[src/rtl/apr_cond_bank.sv]
// Condition/error flag bank: per-channel latched errors, interrupt enables, first-error capture.
// Define APR_COND_COUNT_EN to add per-channel 4-bit saturating occurrence counters.
module apr_cond_bank #(
  parameter int              NCH       = 8,
  parameter logic [NCH-1:0]  EDGE_MASK = '0,
  parameter int              IW        = $clog2(NCH)
) (
  input  logic           clk,
  input  logic           RESET_N,
  input  logic [NCH-1:0] ebus_data,
  input  logic           SEL_SET,
  input  logic           SEL_CLR,
  input  logic           SEL_EN,
  input  logic           SEL_DIS,
  input  logic [NCH-1:0] cond,
`ifdef APR_COND_COUNT_EN
  input  logic [IW-1:0]  cnt_sel,
  output logic [3:0]     cnt_data,
`endif
  output logic [NCH-1:0] ERR,
  output logic [NCH-1:0] INT_EN,
  output logic           APR_INTERRUPT,
  output logic           FIRST_VLD,
  output logic [IW-1:0]  FIRST_IDX
);

  logic [NCH-1:0] r_cond_q;
  logic [NCH-1:0] r_err;
  logic [NCH-1:0] r_int_en;
  logic           r_irq;
  logic           r_first_vld;
  logic [IW-1:0]  r_first_idx;

  logic [NCH-1:0] w_ev;
  logic [NCH-1:0] w_set;
  logic [NCH-1:0] w_clr;
  logic [NCH-1:0] w_en;
  logic [NCH-1:0] w_dis;
  logic [NCH-1:0] w_err_nxt;
  logic [NCH-1:0] w_int_en_nxt;
  logic [IW-1:0]  w_ev_idx;
  logic           w_any_ev;
  logic           w_first_clr;

  assign w_ev  = (cond & ~r_cond_q & EDGE_MASK) | (cond & ~EDGE_MASK);
  assign w_set = {NCH{SEL_SET}} & ebus_data;
  assign w_clr = {NCH{SEL_CLR}} & ebus_data;
  assign w_en  = {NCH{SEL_EN}}  & ebus_data;
  assign w_dis = {NCH{SEL_DIS}} & ebus_data;

  // Events beat a same-cycle clear; enable beats a same-cycle disable.
  assign w_err_nxt    = w_ev | w_set | (r_err & ~w_clr);
  assign w_int_en_nxt = w_en | (r_int_en & ~w_dis);

  assign w_any_ev    = |w_ev;
  assign w_first_clr = r_first_vld & ~w_err_nxt[r_first_idx];

  always_comb begin
    w_ev_idx = '0;
    for (int i = NCH - 1; i >= 0; i--) begin
      if (w_ev[i]) w_ev_idx = IW'(i);
    end
  end

  always_ff @(posedge clk or negedge RESET_N) begin
    if (!RESET_N) begin
      r_cond_q    <= '0;
      r_err       <= '0;
      r_int_en    <= '0;
      r_irq       <= 1'b0;
      r_first_vld <= 1'b0;
      r_first_idx <= '0;
    end else begin
      r_cond_q <= cond;
      r_err    <= w_err_nxt;
      r_int_en <= w_int_en_nxt;
      r_irq    <= |(r_err & r_int_en);
      // A capture may replace the old one in the very cycle its flag is cleared.
      if ((!r_first_vld || w_first_clr) && w_any_ev) begin
        r_first_vld <= 1'b1;
        r_first_idx <= w_ev_idx;
      end else if (w_first_clr) begin
        r_first_vld <= 1'b0;
      end
    end
  end

`ifdef APR_COND_COUNT_EN
  logic [3:0] r_cnt [NCH];

  always_ff @(posedge clk or negedge RESET_N) begin
    if (!RESET_N) begin
      for (int i = 0; i < NCH; i++) r_cnt[i] <= 4'h0;
    end else begin
      for (int i = 0; i < NCH; i++) begin
        if (w_clr[i])
          r_cnt[i] <= 4'h0;
        else if (w_ev[i] && (r_cnt[i] != 4'hF))
          r_cnt[i] <= r_cnt[i] + 4'h1;
      end
    end
  end

  assign cnt_data = r_cnt[cnt_sel];
`endif

  assign ERR           = r_err;
  assign INT_EN        = r_int_en;
  assign APR_INTERRUPT = r_irq;
  assign FIRST_VLD     = r_first_vld;
  assign FIRST_IDX     = r_first_idx;

endmodule

[config.mk]
export PLATFORM = sky130hd
export DESIGN_NAME = apr_cond_bank
export DESIGN_NICKNAME = d
export VERILOG_FILES = /design/src/rtl/apr_cond_bank.sv
export SDC_FILE = /design/constraint.sdc
export NUM_CORES = 1
export LEC_CHECK = 0
export CORE_UTILIZATION = 38
export CTS_CLUSTER_DIAMETER = 50
export DETAILED_ROUTE_END_ITERATION = 12
export HOLD_SLACK_MARGIN = 0.06
export PLACE_DENSITY = 0.74
export SLEW_MARGIN = 20
export SYNTH_ARGS = -nofsm -noshare
export SYNTH_HDL_FRONTEND = slang
export SYNTH_SLANG_ARGS = --single-unit
[constraint.sdc]
create_clock -name clk -period 1.7 [get_ports clk]
set_input_delay 0.34 -clock clk [delete_from_list [all_inputs] [get_ports clk]]
set_output_delay 0.34 -clock clk [all_outputs]
set_load 0.01 [all_outputs]
### After elaboration in Yosys (flattened, before gate mapping)

Cells that the tools add are included.
W data, S select, Z words.

| storage, ports and cells | value |
|---|---|
| register bits | 21 |
| input bits | 22 |
| output and inout bits | 21 |
| logic and storage cells | 38 |

| operators by class | value |
|---|---|
| magnitude comparators | 1 |
| muxes and demuxes | 12 |
| bitwise gates (word level) | 14 |
| reductions and logical operators | 6 |

Operators with widths:

| kind | count |
|---|---|
| $and A8 B8 Y8 | 7 |
| $mux W3 | 8 |
| $or A8 B8 Y8 | 3 |
| $not A8 Y8 | 2 |
| $reduce_or A8 Y1 | 2 |
| $lt A3 B4 Y1 const B | 1 |
| $bmux W1 S3 | 1 |
| $mux W1 | 3 |
| $reduce_bool A2 Y1 | 1 |
| $and A1 B1 Y1 | 1 |
| $logic_and A1 B1 Y1 | 1 |
| $logic_not A1 Y1 | 1 |
| $logic_or A1 B1 Y1 | 1 |
| $not A1 Y1 | 1 |

### Depth between registers and ports, before layout

Gate-level depths: netlist of the first run.

| depth | value |
|---|---|
| word-level depth | 11 |
| mapped depth | 6 |
| depth with buffers taken out | 5 |

### Least setup slack after synthesis of the first run

No wires, ideal clock.

| path | value |
|---|---|
| kind | register to register |
| from | register r_first_idx[0], in the netlist FIRST_IDX[0] |
| to | register r_first_idx[2], in the netlist FIRST_IDX[2] |
| setup time | 0.121 ns |
| data arrival time | 1.530 ns |
| required time | 1.579 ns |
| path slack | 0.048 ns |
| stages on the path, launching flop included | 6 |
| path buffers | 1 |
| period minus slack after synthesis | 1.652 ns |
| cell sequence | dfrtp_1 -> buf_4 -> or3_1 -> o221a_2 -> o2111a_2 -> o22a_1 |

| on the way | value |
|---|---|
| cells in the longest elaborated chain, start to end | 6 |

RTL lines:

| element | line | RTL |
|---|---|---|
| start, declared | 32 | `logic [IW-1:0] r_first_idx;` |
| start signal, assigned | 81 | `r_first_idx <= w_ev_idx;` |
| $bmux W1 S3 | 56 | `assign w_first_clr = r_first_vld & ~w_err_nxt[r_first_idx];` |
| $mux W1 (not written as such) | 56 |  |
| $not A1 Y1 | 56 |  |
| $and A1 B1 Y1 | 56 |  |
| $logic_or A1 B1 Y1 | 79 | `if ((!r_first_vld \|\| w_first_clr) && w_any_ev) begin` |
| $logic_and A1 B1 Y1 | 79 |  |

Every way passes these cells. The select of a mux whose other input is x is not followed.
A chain may end at the register's enable or synchronous reset.

### Final worst setup path of the first run

| path | value |
|---|---|
| from | register r_first_idx[2], in the netlist FIRST_IDX[2] |
| to | output port FIRST_IDX[2] |

RTL lines:

| element | line | RTL |
|---|---|---|
| end, declared | 24 | `output logic [IW-1:0] FIRST_IDX` |

No word-level cell between the ends.

==> impl_metrics.py, run 1 <==
metrics = {
    "outcome": {
        "status": "complete, no violations",
    },
    "logic_synthesis": {
        "synth_seq_cells": 21,
        "syn_area_mm2": 0.00109,
        "synthDistinctLibCells": 39,
        "syn_avg_cell_area_um2": 10.3,
        "syn-num-nets": 128,
        "syn_inst": 106,
        "ys.warnings.count": 0,
        "synth-seq-area-share_pct": 48.1,
    },
    "die": {
        "chipWidth_um": 55.6,
        "die_h_um": 55.6,
        "design.die.area_mm2": 0.00310,
        "placementRows": 19,
        "core_area_mm2": 0.00273,
        "io_pins": 43,
        "start_util_pct": 40.0,
    },
    "setup_path": {
        "arrival_ns": 1.32,
        "crit_fanout": 8,
        "reg2reg_depth": 4,
        "worst-path-buf-inv": 1,
        "crit_slowest_cell": "clkdlybuf4s50_1",
        "critPathCaptureType": "output pin",
        "critPathTopFamily": "buffers and inverters",
        "setup.worst_path.start_class": "flip-flop",
        "r2r_setup_slack_ns": 0.08,
        "r2r-start": "ERR[4]",
        "crit_required_ns": 1.36,
        "critPathKind": "reg2out",
        "r2r-end": "FIRST_IDX[2]",
        "critical-path-max-stage-delay_ns": 0.56,
        "crit_chain": "clkdlybuf4s50_1",
    },
    "power": {
        "vdd_drop_max_v": 0.000866,
        "p_per_area_mw_per_mm2": 813,
        "leakagePower_nw": 0.772,
        "total_power_w": 0.00143,
    },
    "final_layout": {
        "post_route_cells_drive_above_1_share_pct": 25.9,
        "fillers": 228,
        "final_util_pct": 64.2,
        "stdcell_count": 205,
        "num_antenna_cells": 0,
        "nets": 197,
        "syn_to_final_growth_pct": 60.4,
    },
    "global_routing": {
        "grt_pass1_vias": 1157,
        "grt_pass1_wl_um": 5440,
        "antenna_found_initial": 0,
        "grt.total_usage_pct": 22.2,
        "grt_max_degree": 22,
        "overflow": 0,
    },
    "clock_network": {
        "clk_path_buf_depth": 2,
        "cts_tree": "yes",
        "clkLatencyLatePin_ns": 0.30,
        "cts_made_buffers": 3,
        "cts-htree-levels": 1,
        "root_buffer": "clkbuf_4",
        "clk_pin_slew_worst_paths_ns": 0.12,
        "cts_sinks": 21,
        "ctsHoldBuffers": 0,
    },
    "route": {
        "first_pass_iters": 6,
        "vias": 1126,
        "ant_nets": 0,
        "postRouteWirelength_um": 3300,
        "via_per_inst": 5.49,
        "wire_per_inst_um": 16.1,
        "drc": 0,
        "drt_iter0_drc": 34,
    },
    "flow_run": {
        "cap_violations": 0,
    },
    "sta": {
        "hold_violations": 0,
        "fin_skew_ns": 0.00315,
        "fmax_mhz": 603,
        "rsz0062_at_grt": "no",
        "slew_headroom_pct": 75.9,
        "slew_violations": 0,
        "worst_slew_pin_slew_ns": 0.358,
        "setup_viol": 0,
        "finalWorstPathRequiredPeriod_ns": 1.66,
        "fin_crit_sh_pct": 97.6,
    },
    "min_path": {
        "hp-class": "in2async",
    },
    "placed_design": {
        "place.gp.congestion": 0.925,
        "dp.cells": 200,
        "numPortBuffers": 42,
        "dpl.hpwl_um": 2590,
    },
}
[worst max-delay path by stage]
stage                             from  cells after the start      endpoint  slack (ns)
after CTS                 ebus_data[6]                      6  FIRST_IDX[2]      0.0001
final                     FIRST_IDX[2]                      1  FIRST_IDX[2]        0.04
after floorplan           FIRST_IDX[0]                      5  FIRST_IDX[2]        0.05
after global routing      FIRST_IDX[2]                      1  FIRST_IDX[2]       0.008
after global placement         SEL_CLR                      7  FIRST_IDX[2]       -0.56
after detailed placement       SEL_CLR                      7  FIRST_IDX[2]       -0.56
[where the power goes]
| part | total [W] | switching [W] | internal (W) |
|---|---|---|---|
| Clock | 0.000238 | 0.000147 | 0.0000913 |
| Sequential | 0.000624 | 0.0000642 | 0.000560 |
| Combinational | 0.000565 | 0.000242 | 0.000322 |
[sequential cells by signal, indices dropped and copies added (netlist names)]
register       count
APR_INTERRUPT      1
ERR                8
INT_EN             8
FIRST_IDX          3
FIRST_VLD          1
[layout make-up]
class | count | area [um2] | share of cell area [%]
clock buffers | 4 | 26.3 | 1.50
well taps | 31 | 38.8 | 2.21
flip-flops and latches | 21 | 527 | 30.0
multi-input cells | 78 | 537 | 30.6
repair buffers | 69 | 618 | 35.2
inverters | 2 | 7.51 | 0.428
[worst register-to-register path, delay by kind of cell (launching register included)]
kind	cells	cell delay, ns
AO/OA/AOI/OAI	3	0.84
multiplexers	1	0.27
flip-flops	1	0.42
[through the flow]
stage | hold WS (ns) | setup WS, ns | instance area [um2] | setup TNS (ns)
final | 0.375 | 0.0415 | 1750 | 0
after global routing | 0.384 | 0.00764 | 1750 | 0
after CTS | 0.380 | 0.000111 | 1730 | 0
after detailed placement | 0.509 | -0.559 | 1710 | -2.13
after global placement | 0.502 | -0.558 | 1710 | -2.12
after floorplan | 0.0444 | 0.0484 | 1090 | 0
[cells in the final DEF, fill, tap and decap left out, types with 3 or more instances in the layout]
master | synthesis | final
clkdlybuf4s50_1 | 0 | 32
buf_4 | 2 | 27
dfrtp_1 | 21 | 20
nand2_1 | 19 | 19
a22o_1 | 8 | 8
dlygate4sd2_1 | 0 | 6
a21o_1 | 4 | 4
a22oi_1 | 4 | 4
a221o_1 | 3 | 3
a21o_2 | 3 | 3
nand4_1 | 3 | 3
nor2_1 | 3 | 3
clkbuf_4 | 0 | 3
dlymetal6s2s_1 | 0 | 3
[what timing repair did]
| item | in CTS | in global routing |
|---|---|---|
| pin swaps | 1 | 2 |
| endpoints found under the hold margin | 0 | 0 |
| resized for setup | 9 | 8 |
| setup endpoints to repair | 6 | 4 |
| setup buffers | 0 | 1 |
[cells by family (layout without fill, tap and decap cells)]
| family | after synthesis | count (layout) | share of synthesized area, % |
|---|---|---|---|
| mux | 1 | 1 | 1.37 |
| simple gates | 37 | 37 | 16.4 |
| compound gates | 40 | 40 | 30.4 |
| buf+inv | 7 | 75 | 3.78 |
| flops | 21 | 21 | 48.1 |
[cell usage after synthesis]
cell / n / share of area [%]
a2111oi_0: 1 / 0.80
a211o_1: 1 / 0.80
a211oi_1: 1 / 0.69
a21bo_2: 1 / 0.92
a21o_1: 4 / 2.7
a21o_2: 3 / 2.4
a21oi_1: 3 / 1.4
a221o_1: 3 / 2.7
a221o_2: 1 / 1.0
a22o_1: 8 / 6.4
a22oi_1: 4 / 2.7
buf_4: 2 / 1.4
buf_6: 1 / 1.0
clkbuf_1: 2 / 0.69
dfrtp_1: 21 / 48
inv_1: 2 / 0.69
mux2_4: 1 / 1.4
nand2_1: 19 / 6.5
nand2_2: 1 / 0.57
nand2b_1: 1 / 0.57
nand3_1: 2 / 0.92
nand3b_1: 1 / 0.69
nand4_1: 3 / 1.7
nor2_1: 3 / 1.0
nor2b_1: 1 / 0.57
nor3_1: 1 / 0.46
nor4_1: 1 / 0.57
nor4b_1: 1 / 0.80
o2111a_2: 1 / 1.1
o211ai_1: 2 / 1.4
o21ai_0: 1 / 0.46
o21bai_1: 2 / 1.4
o221a_2: 1 / 1.0
o22a_1: 1 / 0.80
o31ai_1: 1 / 0.69
o32a_1: 1 / 0.92
or2_2: 1 / 0.57
or2b_2: 1 / 0.80
or3_1: 1 / 0.57
[routing by layer]
layer	global-route usage, %	share of wire, %	up-vias
met5	0	0	-
met4	5.36	0.88	0
met3	3.72	4.7	4
met2	38.9	51	32
met1	28.7	44	546
li1	-	-	544
(Power assumes the default switching activity.)
==> inputs of run 2 (changes only) <==
Settings changed: ABC_AREA from default to 1, CORE_UTILIZATION 38 to 39, PLACE_DENSITY 0.74 to 0.75, SETUP_SLACK_MARGIN from default to 0.3, TNS_END_PERCENT from default to 5.
==> impl_metrics.py, run 2 <==
metrics = {
    "logic_synthesis": {
        "synth_top_area_share_pct": 46.8,
        "synth_common_cells": "nand2_1, dfrtp_1, inv_1",
        "synth_edf_count": 0,
        "syn-num-nets": 161,
        "synthDistinctLibCells": 18,
        "ys.warnings.count": 0,
        "synth_area_leaders": "dfrtp_1, nand2_1, o21ai_0",
        "syn_avg_cell_area_um2": 8.08,
        "synth_seq_cells": 21,
        "yosysTopAreaCell": "dfrtp_1",
        "async_flop_share_pct": 100,
        "synth-seq-area-share_pct": 46.8,
        "syn_inst": 139,
        "syn_area_mm2": 0.00112,
        "synth.most_common_cell": "nand2_1",
        "synth_flop_cell": "dfrtp_1",
    },
    "power": {
        "p_switching_w": 0.000554,
        "share_comb_of_total_power_pct": 44.0,
        "vdd_drop_max_v": 0.000607,
        "leakagePower_nw": 0.838,
        "p_int_w": 0.00101,
        "p_per_area_mw_per_mm2": 893,
        "swShare_pct": 35.5,
        "seqPwrFrac_pct": 39.6,
        "p_clk_share_pct": 16.4,
    },
    "setup_path": {
        "critPathCaptureType": "output pin",
        "r2r_setup_slack_ns": 0.30,
        "arrival_ns": 1.26,
        "critPathTopFamily": "buffers and inverters",
        "setup.worst_path.start_class": "flip-flop",
        "critPathKind": "reg2out",
        "crit_slowest_cell": "clkdlybuf4s50_1",
        "crit_fanout": 3,
        "crit_required_ns": 1.36,
        "critical-path-max-stage-delay_ns": 0.55,
        "worst-path-buf-inv": 1,
        "crit_chain": "clkdlybuf4s50_1",
    },
    "clock_network": {
        "cts_sinks": 21,
        "ctsHoldBuffers": 0,
        "root_buffer": "clkbuf_4",
        "cts-htree-levels": 1,
        "cts_made_buffers": 3,
        "clkLatencyLatePin_ns": 0.31,
        "clk_pin_slew_worst_paths_ns": 0.13,
        "clk_path_buf_depth": 2,
        "cts_tree": "yes",
    },
    "final_layout": {
        "final_util_pct": 63.9,
        "nets": 226,
        "stdcell_area_mm2": 0.00175,
        "num_antenna_cells": 0,
        "syn_to_final_growth_pct": 55.6,
        "mostFrequentLayoutCells": "nand2_1, clkdlybuf4s50_1, dfrtp_1, inv_1, buf_4",
        "post_route_cells_drive_above_1_share_pct": 17.2,
        "fillers": 245,
        "layout_commonest_cell": "nand2_1",
    },
    "min_path": {
        "hp-class": "in2async",
    },
    "die": {
        "io_pins": 43,
        "placementRows": 19,
        "die_h_um": 55.7,
        "chipWidth_um": 55.7,
        "start_util_pct": 41.1,
        "core_area_mm2": 0.00273,
        "design.die.area_mm2": 0.00310,
    },
    "sta": {
        "setup_viol": 0,
        "tns_ns": 0,
        "holdWs_ns": 0.350,
        "fin_skew_ns": 0.00679,
        "fmax_mhz": 625,
        "finalWorstPathRequiredPeriod_ns": 1.60,
        "worst_slew_pin_slew_ns": 0.380,
        "fin_crit_sh_pct": 94.2,
        "rsz0062_at_grt": "yes",
        "slew_headroom_pct": 74.6,
        "hold_violations": 0,
        "setup_ws_ns": 0.0992,
        "slew_violations": 0,
    },
    "flow_run": {
        "cap_violations": 0,
    },
    "route": {
        "ant_nets": 0,
        "vias": 1215,
        "via_per_inst": 5.19,
        "drc": 0,
        "drt_iter0_drc": 26,
        "first_pass_iters": 4,
        "postRouteWirelength_um": 3080,
        "wire_per_inst_um": 13.2,
    },
    "global_routing": {
        "grt_pass1_vias": 1252,
        "overflow": 0,
        "grt_pass1_wl_um": 5320,
        "grt_max_degree": 22,
        "grt.total_usage_pct": 21.6,
        "antenna_found_initial": 0,
    },
    "placed_design": {
        "place.gp.congestion": 0.892,
        "pre_cts_slack_ns": -0.165,
        "placed_cell_area_mm2": 0.00164,
        "dpl.hpwl_um": 2370,
        "numPortBuffers": 42,
    },
    "outcome": {
        "status": "complete, no violations",
    },
}
run 2: cell count changes after synthesis, sizes merged, moves of 7 or more:
cell,before,now
nand2,20,43
inv,2,20
nand3,2,18
o21ai,1,16
a22o,8,0
a21o,7,0
run 2: routing by layer:
metal	GRT usage, %	vias up	share of wire, %
met5	0	-	0
met2	38.4	49	50
met1	26.6	572	44
met4	7.14	0	1.1
met3	3.49	5	5.5
li1	-	589	-
run 2: cells by family (layout without fill, tap and decap cells):
logic type / Yosys count / after routing / synth area share (%)
AO/OA/AOI/OAI: 25 / 25 / 13.4
buffers and inverters: 22 / 86 / 8.69
flip-flops: 21 / 21 / 46.8
AND/OR/NAND/NOR: 71 / 71 / 31.2
run 2: path summary, 6_finish.rpt:
path | start | endpoint | depth (start not counted)
worst max-delay path | ERR[4] | ERR[4] | 1
worst min-delay path | RESET_N | ERR[3] | 2
max in group asynchronous | RESET_N | FIRST_IDX[0] | 2
min in group clk | SEL_CLR | ERR[3] | 4
worst min register to register | INT_EN[2] | APR_INTERRUPT | 2
worst max register to register | FIRST_IDX[0] | FIRST_IDX[0] | 9
run 2: power groups by stage:
| stage | logic, W | clock network [W] | registers (W) |
|---|---|---|---|
| 2_1_floorplan | 0.000273 | 0 | 0.000677 |
| 3_3_place_gp | 0.000574 | 0 | 0.000658 |
| 3_5_place_dp | 0.000583 | 0 | 0.000662 |
| 4_1_cts | 0.000689 | 0.000258 | 0.000615 |
| 5_1_grt | 0.000748 | 0.000277 | 0.000626 |
| 6_report | 0.000688 | 0.000256 | 0.000618 |
run 2: timing repair:
| item | in CTS | in global routing |
|---|---|---|
| cloned | 0 | 0 |
| setup endpoints to repair | 25 | 24 |
| buffers inserted | 9 | 0 |
| pin swaps | 0 | 0 |
| resized for setup | 2 | 3 |
run 2: cell type report:
cell class | count | area [um2] | share of cell area [%]
multi-input combinational | 96 | 500 | 28.6
clock inverter | 1 | 7.51 | 0.429
timing repair buffer | 62 | 577 | 33.0
tap | 31 | 38.8 | 2.22
inverter | 20 | 75.1 | 4.29
sequential | 21 | 527 | 30.1
clock buffer | 3 | 22.5 | 1.29
run 2: per-stage QoR:
| step | total power (W) | cells |
|---|---|---|
| 4_1_cts | 0.00156 | 234 |
| 3_3_place_gp | 0.00123 | 221 |
| 5_1_grt | 0.00165 | 234 |
| 3_5_place_dp | 0.00124 | 221 |
| 6_report | 0.00156 | 234 |
| 2_1_floorplan | 0.000949 | 139 |
==> variant: new RTL, flow settings as in run 1 <==
Build with the macro `APR_COND_COUNT_EN` defined.
--- a/src/rtl/apr_cond_bank.sv
+++ b/src/rtl/apr_cond_bank.sv
@@ -1,5 +1,7 @@
 // Condition/error flag bank: per-channel latched errors, interrupt enables, first-error capture.
 // Define APR_COND_COUNT_EN to add per-channel 4-bit saturating occurrence counters.
+`define APR_COND_COUNT_EN
+
 module apr_cond_bank #(
   parameter int              NCH       = 8,
   parameter logic [NCH-1:0]  EDGE_MASK = '0,
Ports: changed (added cnt_data and cnt_sel); port bits go from 43 to 50. No check against the original RTL was run, so the function may have changed too.
==> variant against run 1 <==
  * The run now ends with setup timing left
  * Critical path depth rose by 2
  * Maximum frequency shrank 14%
  * Global-route usage about the same
  * Wire length is 150% higher
  * Sequential cell count rose by 32
  * Design area is 140% higher
  * Setup slack worse by 0.28 ns
  * Synthesized area grew to 2.6 times the old value
  * Total power grew to 3.3 times the old value
==> variant: results (changes against run 1) <==
metric	value	unit	change
outcome	finished, violations left		
violations	setup timing		
reg2regPathDepth	6		+2
ctsRootBufferMaster	clkbuf_8		
powerDensity	1124	nW/um^2	+38%
hold_class	in -> reg		
pg_clk	688	uW	+190%
cts-buffers-inserted	5		+2
fin_nets	418		+110%
fin_skew	0.01335	ns	+0.01020 ns
fin_ws	-0.2367	ns	-0.2781 ns
dr.pass1.iters	4		-2
ir_drop	0.9744	mV	+12%
synthDistinctLibCells	36		-7.7%
path_max_fanout	2		-6
nFillCells	632		+180%
grt_pass1_vias	2630		+130%
p_leak	1.944	nW	+150%
grt_usage	0.2222		about the same
via_per_inst	5.371		-2.2%
hpwlAfterDp	5.966	mm	+130%
arrival	1.60	ns	+0.28 ns
numPortBuffers	49		+17%
setup_viol	6		+6
h-tree-depth	2		+1
clk_pin_slew	0.10	ns	-0.02 ns
comb_power_share	0.463		+0.067
synth_fp_nets	297		+130%
p_switching	1.584	mW	+250%
yosys-top-cells-area	dfrtp_1, a21oi_1, mux4_2		
[variant: cell types whose count changed after synthesis, moves of 9 or more]
cell	delta
a21oi_1	+33
dfrtp_1	+32
nand2_1	+9
nand3_1	+14
xor2_1	+16
mux2i_1	+9
[variant: worst max-delay path, cell delays in order, from the launching register on]
cell,delay [ns]
dfrtp_1,0.42
mux4_2,0.46
mux2_4,0.29
buf_6,0.12
[variant: cell type report]
cell class | instances | share of cell area
flip-flops and latches | 53 | 0.3187
repair buffers | 132 | 0.2707
clock inverters | 2 | 0.002401
inverters | 6 | 0.005402
clock buffers | 6 | 0.01741
well taps | 99 | 0.02971
multi-input cells | 187 | 0.3556
[variant: routing by layer]
layer | vias up | global-route usage | wire length (um)
met2 | 88 | 0.3958 | 4207
met4 | 0 | 0.05572 | 87
met5 | - | 0 | 0
li1 | 1204 | - | -
met1 | 1305 | 0.2833 | 3374
met3 | 8 | 0.03358 | 470
[variant: final timing paths]
path / startpoint / to / slack, ns
worst max-delay path: r_cnt[31]$_DFFE_PN0P_ / cnt_data[3] / -0.24
worst min-delay path: ebus_data[3] / r_cnt[18]$_DFFE_PN0P_ / 0.38
worst max register to register: FIRST_IDX[0]$_DFFE_PN0P_ / FIRST_IDX[0]$_DFFE_PN0P_ / -0.14
worst min register to register: INT_EN[0]$_DFF_PN0_ / INT_EN[0]$_DFF_PN0_ / 0.55
max in group asynchronous: RESET_N / r_cnt[27]$_DFFE_PN0P_ / 0.71
min in group asynchronous: RESET_N / ERR[3]$_DFF_PN0_ / 0.45
[variant: logic make-up (layout without fill, tap and decap cells)]
| logic type | Yosys count | after routing | share of synthesized area |
|---|---|---|---|
| AOI/OAI and AO/OA | 69 | 69 | 0.1591 |
| DFF | 53 | 53 | 0.4684 |
| muxes | 23 | 23 | 0.1193 |
| buffers and inverters | 24 | 146 | 0.03800 |
| xor gates and xnor gates | 24 | 24 | 0.07424 |
| adders and majority gates | 8 | 8 | 0.03535 |
| and+or+nand+nor | 63 | 63 | 0.1056 |
[variant: per-stage QoR]
stage                       util  TNS [ns]  worst slack (ns)  cell area [sq um]  std cells
final                     0.5779    -1.180           -0.2367               4169        485
after global routing      0.5779    -1.478           -0.2764               4169        485
after CTS                 0.5713    -1.093           -0.2413               4121        483
after detailed placement  0.5409    -6.274           -0.9171               3902        462
after global placement    0.5409    -5.836           -0.8697               3902        462
after floorplan                -  -0.03722          -0.01928               2865        264
[variant: timing repair]
action,4_1_cts,5_1_grt
gates cloned,0,0
pin swaps,4,4
hold endpoints to repair,12,0
endpoints found under the setup margin,11,9
buffers inserted,12,2
gates resized for setup,53,16
hold buffers,1,0
